[src/rtl/pipe_pkg.sv]
// pipe_pkg
// Shared definitions for the pipeline hazard sequencer and the pipeline
// registers it controls.
//   hazard_state_e : sequencer state encoding (RUN, MEM_WAIT, ERR)
//   REG_W_DEFAULT  : default register-specifier width
//   NOP_CTRL       : control-field value a flushed pipeline register loads
package pipe_pkg;

  typedef enum logic [1:0] {
    RUN      = 2'd0,
    MEM_WAIT = 2'd1,
    ERR      = 2'd2
  } hazard_state_e;

  localparam int REG_W_DEFAULT = 5;

  localparam logic [3:0] NOP_CTRL = 4'b0000;

endpackage

[src/rtl/pipe_hazard_ctrl_hazard_detect.sv]
// hazard_detect
// Combinational load-use compare between the load sitting in EX and the
// source operands of the instruction in ID.
// Ports:
//   id_rs, id_rt    : source register fields of the ID instruction
//   id_uses_rt      : ID instruction actually reads rt
//   ex_mem_read     : EX instruction is a load
//   ex_reg_dst      : destination register of the EX instruction
//   load_use        : ID must wait one cycle for the load result
module hazard_detect #(
  parameter int REG_W = 5
) (
  input  logic [REG_W-1:0] id_rs,
  input  logic [REG_W-1:0] id_rt,
  input  logic             id_uses_rt,
  input  logic             ex_mem_read,
  input  logic [REG_W-1:0] ex_reg_dst,
  output logic             load_use
);

  logic dst_nonzero;
  logic rs_match;
  logic rt_match;

  // Register $0 is hardwired to zero, so a load targeting it never
  // produces a value anyone has to wait for.
  always_comb begin
    dst_nonzero = (ex_reg_dst != '0);
    rs_match    = (ex_reg_dst == id_rs);
    rt_match    = id_uses_rt && (ex_reg_dst == id_rt);
    load_use    = ex_mem_read && dst_nonzero && (rs_match || rt_match);
  end

endmodule

[src/rtl/pipe_hazard_ctrl.sv]
// pipe_hazard_ctrl
// Central stall/flush sequencer for the 5-stage pipeline. Drives the load
// enables and flushes of the PC, IF/ID, ID/EX and EX/MEM registers and
// resolves load-use hazards, taken branches in EX and data-memory waits.
// A memory wait longer than MEM_TIMEOUT cycles latches a sticky error.
// Optional feature macro: HAZARD_STATS_EN adds stall_cycles/flush_count.
// Ports:
//   clk, rst                 : clock, synchronous active-high reset
//   id_rs, id_rt, id_uses_rt : ID instruction source operands
//   ex_mem_read, ex_reg_dst  : EX load info
//   ex_branch_taken          : branch/jump in EX resolved taken
//   mem_req, mem_ready       : data-memory handshake of the MEM instruction
//   pc_write .. exmem_write  : pipeline register enables and flushes
//   mem_err                  : sticky memory-timeout error
//   stall_cycles, flush_count: saturating statistics (HAZARD_STATS_EN only)
module pipe_hazard_ctrl
  import pipe_pkg::*;
#(
  parameter int MEM_TIMEOUT = 16,
  parameter int REG_W       = REG_W_DEFAULT
) (
  input  logic             clk,
  input  logic             rst,
  input  logic [REG_W-1:0] id_rs,
  input  logic [REG_W-1:0] id_rt,
  input  logic             id_uses_rt,
  input  logic             ex_mem_read,
  input  logic [REG_W-1:0] ex_reg_dst,
  input  logic             ex_branch_taken,
  input  logic             mem_req,
  input  logic             mem_ready,
  output logic             pc_write,
  output logic             ifid_write,
  output logic             ifid_flush,
  output logic             idex_write,
  output logic             idex_flush,
  output logic             exmem_write,
  output logic             mem_err
`ifdef HAZARD_STATS_EN
  ,
  output logic [31:0]      stall_cycles,
  output logic [31:0]      flush_count
`endif
);

  localparam logic [7:0] TIMEOUT = 8'(MEM_TIMEOUT);

  hazard_state_e state, state_next, dec_state;
  logic [7:0]    wait_cnt, wait_cnt_next;
  logic          mem_err_next;
  logic          load_use;
  logic          freeze;

  hazard_detect #(.REG_W(REG_W)) u_hazard_detect (
    .id_rs       (id_rs),
    .id_rt       (id_rt),
    .id_uses_rt  (id_uses_rt),
    .ex_mem_read (ex_mem_read),
    .ex_reg_dst  (ex_reg_dst),
    .load_use    (load_use)
  );

  always_ff @(posedge clk) begin
    if (rst) begin
      state    <= RUN;
      wait_cnt <= 8'd0;
      mem_err  <= 1'b0;
    end else begin
      state    <= state_next;
      wait_cnt <= wait_cnt_next;
      mem_err  <= mem_err_next;
    end
  end

  // The RUN-state cycle that first sees the stall already counts as wait
  // cycle 1, so MEM_WAIT is occupied with counter values 1..MEM_TIMEOUT
  // before the error state is taken.
  always_comb begin
    state_next    = state;
    wait_cnt_next = wait_cnt;
    mem_err_next  = mem_err;
    case (state)
      RUN: begin
        if (mem_req && !mem_ready) begin
          state_next    = MEM_WAIT;
          wait_cnt_next = 8'd1;
        end
      end
      MEM_WAIT: begin
        if (mem_ready) begin
          state_next    = RUN;
          wait_cnt_next = 8'd0;
        end else if (wait_cnt == TIMEOUT) begin
          state_next   = ERR;
          mem_err_next = 1'b1;
        end else begin
          wait_cnt_next = wait_cnt + 8'd1;
        end
      end
      ERR: begin
        state_next = ERR;
      end
      default: begin
        state_next    = RUN;
        wait_cnt_next = 8'd0;
      end
    endcase
  end

  // While reset is held the outputs decode as RUN, whatever the register
  // currently holds. A frozen pipeline ignores branches and load-use; the
  // branch stays in EX and is acted on in the release cycle.
  always_comb begin
    dec_state   = rst ? RUN : state;
    freeze      = 1'b0;
    pc_write    = 1'b1;
    ifid_write  = 1'b1;
    ifid_flush  = 1'b0;
    idex_write  = 1'b1;
    idex_flush  = 1'b0;
    exmem_write = 1'b1;
    case (dec_state)
      RUN:      freeze = mem_req && !mem_ready;
      MEM_WAIT: freeze = !mem_ready;
      default:  freeze = 1'b1;
    endcase
    if (freeze) begin
      pc_write    = 1'b0;
      ifid_write  = 1'b0;
      idex_write  = 1'b0;
      exmem_write = 1'b0;
    end else if (ex_branch_taken) begin
      ifid_flush = 1'b1;
      idex_flush = 1'b1;
    end else if (load_use) begin
      pc_write   = 1'b0;
      ifid_write = 1'b0;
      idex_flush = 1'b1;
    end
  end

`ifdef HAZARD_STATS_EN
  // Both counters stick at all-ones rather than wrapping.
  always_ff @(posedge clk) begin
    if (rst) begin
      stall_cycles <= 32'd0;
      flush_count  <= 32'd0;
    end else begin
      if (!pc_write && (stall_cycles != 32'hFFFF_FFFF)) begin
        stall_cycles <= stall_cycles + 32'd1;
      end
      if (ifid_flush && (flush_count != 32'hFFFF_FFFF)) begin
        flush_count <= flush_count + 32'd1;
      end
    end
  end
`endif

endmodule
[config.mk]
export PLATFORM = sky130hd
export DESIGN_NAME = pipe_hazard_ctrl
export DESIGN_NICKNAME = d
export VERILOG_FILES = /design/src/rtl/pipe_pkg.sv /design/src/rtl/pipe_hazard_ctrl_hazard_detect.sv /design/src/rtl/pipe_hazard_ctrl.sv
export SDC_FILE = /design/constraint.sdc
export NUM_CORES = 1
export LEC_CHECK = 0
export ABC_AREA = 1
export CORE_MARGIN = 8
export CORE_UTILIZATION = 47
export DETAILED_ROUTE_END_ITERATION = 7
export PLACE_DENSITY_LB_ADDON = 0.05
export SYNTH_ARGS = -nofsm -noshare
export SYNTH_HDL_FRONTEND = slang
export SYNTH_SLANG_ARGS = --single-unit
[constraint.sdc]
create_clock -name clk -period 1.6 [get_ports clk]
set_input_delay 0.24 -clock clk [delete_from_list [all_inputs] [get_ports clk]]
set_output_delay 0.24 -clock clk [all_outputs]
set_load 0.03 [all_outputs]
==> impl_metrics.ini, run 1 <==
[yosys]
synthCells = 166
synth_most_common_cell = nand2_1
synth_common_cells = 52 x nand2_1, 31 x inv_1, 19 x nor2_1, 11 x dfxtp_1, 9 x nand3_1
yosysSeqAreaShare = 0.221
synth_nets = 190
ys_types = 24
synth_top_cell_by_area = dfxtp_1
ys.flop_type = dfxtp_1
synth.area.top_cells = dfxtp_1 22%, nand2_1 20%, inv_1 12%, nor2_1 7.2%, nand3_1 4.5%
avgSynthCellArea_um2 = 6.00
async_flop_share = 0
yosysWarningCount = 0
synth_area_um2 = 996
ys_ff_latch = 11
yosysTopAreaCellShare = 0.221
synth-edff-count = 0

[setup_path]
r2r_cells = 7
r2r_setup_slack_ns = 0.22
cp-start-kind = flip-flop
worst_path_max_delay_cell = clkdlybuf4s50_1
reg2reg_from = wait_cnt[0]
max_stage_delay_ns = 0.69
cp_max_fo = 2
required_ns = 1.36
cp_cell_sequence = clkdlybuf4s50_1
crit_type = flip-flop to output pin
worstReg2RegEnd = state[1]
endpoint_kind = output pin
crit_family = buffers and inverters
arrival_ns = 1.29
critPathBufInv = 1

[floorplan]
core_area_um2 = 1980
dieArea_um2 = 3850
start_util = 0.503
num_rows = 16
die_x_um = 62.0
io_pins = 29
die_h_um = 62.0

[finish]
fillers = 173
finalCoreUtilization = 0.683
antennaDiodeCount = 0
syn2layout_area_growth_pct = 35.9
nets = 226
finalNonFillerCells = 228
multi_input_area_um2 = 627
drive_gt1_frac = 0.244
register_area_um2 = 225

[drt]
drt.antenna.violating_nets = 0
remaining_drc_errors = 0
drt_wl_total_um = 2480
first_pass_iters = 4
vias_per_cell = 4.63
vias = 1056
wl_per_cell_um = 10.9
drt_iter0_drc = 42

[timing]
fin_crit_ns = 1.53
rsz0062_at_grt = false
setup_ws_ns = 0.0710
drv_slew = 0
slew_headroom = 0.773
max_freq_mhz = 654
clock_skew_ns = 0.000322
timing.final.crit_share = 0.956
worst_slew_pin_slew_ns = 0.340
hold_viol_final = 0
finalSetupViolCount = 0

[status]
status = finished clean

[grt]
antenna_found_initial = 0
grt_pass1_vias = 906
gr-usage-all-layers = 0.142
grt_pass1_wl_um = 4010
grt_max_degree = 9
grt-ovfl-total = 0

[hold_path]
min_to = wait_cnt[6]
min_from = rst
worstHoldPathType = input port to flip-flop
hold_depth = 3

[clocking]
clock_sinks = 11
clk_pin_slew_ns = 0.07
cts_tree = yes
h-tree-depth = 1
root_buffer = clkbuf_4
insertion_delay_ns = 0.27
cts_buffers = 3
clock_path_buffers = 2

[power_and_ir_drop]
ir_drop_v = 0.000458
powerDensity_nw_per_um2 = 547
p_leak_uw = 0.000750
power_uw = 741

[place]
dp.cells = 224
io_buffer_count = 28
dp_slack_ns = -0.215
place.gp.congestion = 0.860
dp_hpwl_um = 2100

[run]
drv_cap = 0
-- metrics by stage --
stage	instance area, µm²	setup TNS (ns)	hold WS [ns]
3_3_place_gp	1320	-1.10	0.442
6_report	1350	0	0.388
3_5_place_dp	1320	-1.23	0.448
2_1_floorplan	998	0	0.438
5_1_grt	1350	0	0.412
4_1_cts	1340	0	0.454
-- metal layers --
| layer | GRT usage | share of wire | wire [µm] | vias to the layer above |
|---|---|---|---|---|
| met4 | 0.0390 | 0.010 | 25 | 0 |
| met3 | 0.0453 | 0.084 | 209 | 3 |
| met2 | 0.221 | 0.43 | 1070 | 28 |
| met1 | 0.181 | 0.47 | 1180 | 447 |
| li1 | - | - | - | 578 |
| met5 | 0 | 0 | 0 | - |
-- registers in the layout, summed over array words and instances (netlist names) --
name	count
mem_err	1
state	2
wait_cnt	8
-- cell type report --
class	instances	area share
inverter	35	0.101
timing repair buffer	34	0.226
tap	27	0.0250
multi-input combinational	117	0.463
clock buffer	4	0.0194
sequential	11	0.166
-- report_power, final --
| group | leakage, µW | internal, µW | total, µW | switching, µW |
|---|---|---|---|---|
| Clock | 0.0000150 | 96.7 | 195 | 98.4 |
| Combinational | 0.000644 | 109 | 255 | 146 |
| Sequential | 0.0000902 | 280 | 291 | 10.2 |
-- logic make-up after synthesis --
family          Yosys count  synth area share
flops                    11             0.221
xor+xnor                  1           0.00880
fa+ha+maj                 2            0.0251
buf+inv                  38             0.157
simple gates            101             0.490
compound gates           13            0.0980
-- timing repair --
action / 4_1_cts / 5_1_grt
resized for setup: 24 / 14
hold buffers: 0 / 0
pin swaps: 10 / 9
endpoints found under the setup margin: 6 / 6
setup buffers: 0 / 0
-- cell usage in the layout, fill, tap and decap left out --
master	synthesis	final
dlymetal6s2s_1	0	3
ha_1	2	2
nor2_4	2	2
a21oi_2	5	5
clkdlybuf4s50_1	0	3
nor2_1	19	19
clkbuf_4	1	3
inv_1	31	29
a21oi_1	3	3
a211oi_1	1	1
buf_4	2	9
nand2_8	1	1
inv_4	1	2
o21ai_1	0	2
nand3_1	9	9
xnor2_1	1	1
nand2_4	2	2
or2_2	1	1
nand2_1	52	49
nand4_1	6	6
clkbuf_1	0	1
dfxtp_2	0	1
nor3_2	2	2
o21ai_4	1	1
nand3_2	1	1
dlygate4sd2_1	0	11
clkdlybuf4s15_1	0	3
dfxtp_1	11	9
clkbuf_2	0	2
nand2_2	6	9
inv_2	3	4
dfxtp_4	0	1
o21ai_0	3	1
buf_6	0	3
-- worst max path at each step --
| stage | startpoint | to | slack [ns] | depth (start not counted) |
|---|---|---|---|---|
| after floorplan | state[0] | pc_write | 0.06 | 7 |
| final | mem_err | mem_err | 0.07 | 1 |
| after detailed placement | ex_reg_dst[3] | ifid_write | -0.21 | 11 |
| after global placement | ex_reg_dst[3] | ifid_write | -0.19 | 11 |
| after global routing | ex_reg_dst[2] | pc_write | 0.007 | 11 |
| after CTS | state[0] | idex_flush | 0.0001 | 7 |
No activity file was read; power rests on OpenSTA's default activity.
==> run 2: changes to the inputs <==
--- a/config.mk
+++ b/config.mk
@@ -9,6 +9,7 @@
 export CORE_MARGIN = 8
 export CORE_UTILIZATION = 47
 export DETAILED_ROUTE_END_ITERATION = 7
+export GPL_ROUTABILITY_DRIVEN = 0
 export PLACE_DENSITY_LB_ADDON = 0.05
 export SYNTH_ARGS = -nofsm -noshare
 export SYNTH_HDL_FRONTEND = slang
==> results of run 2 <==
The final DEF is identical to that of run 1; final timing and power are the same.
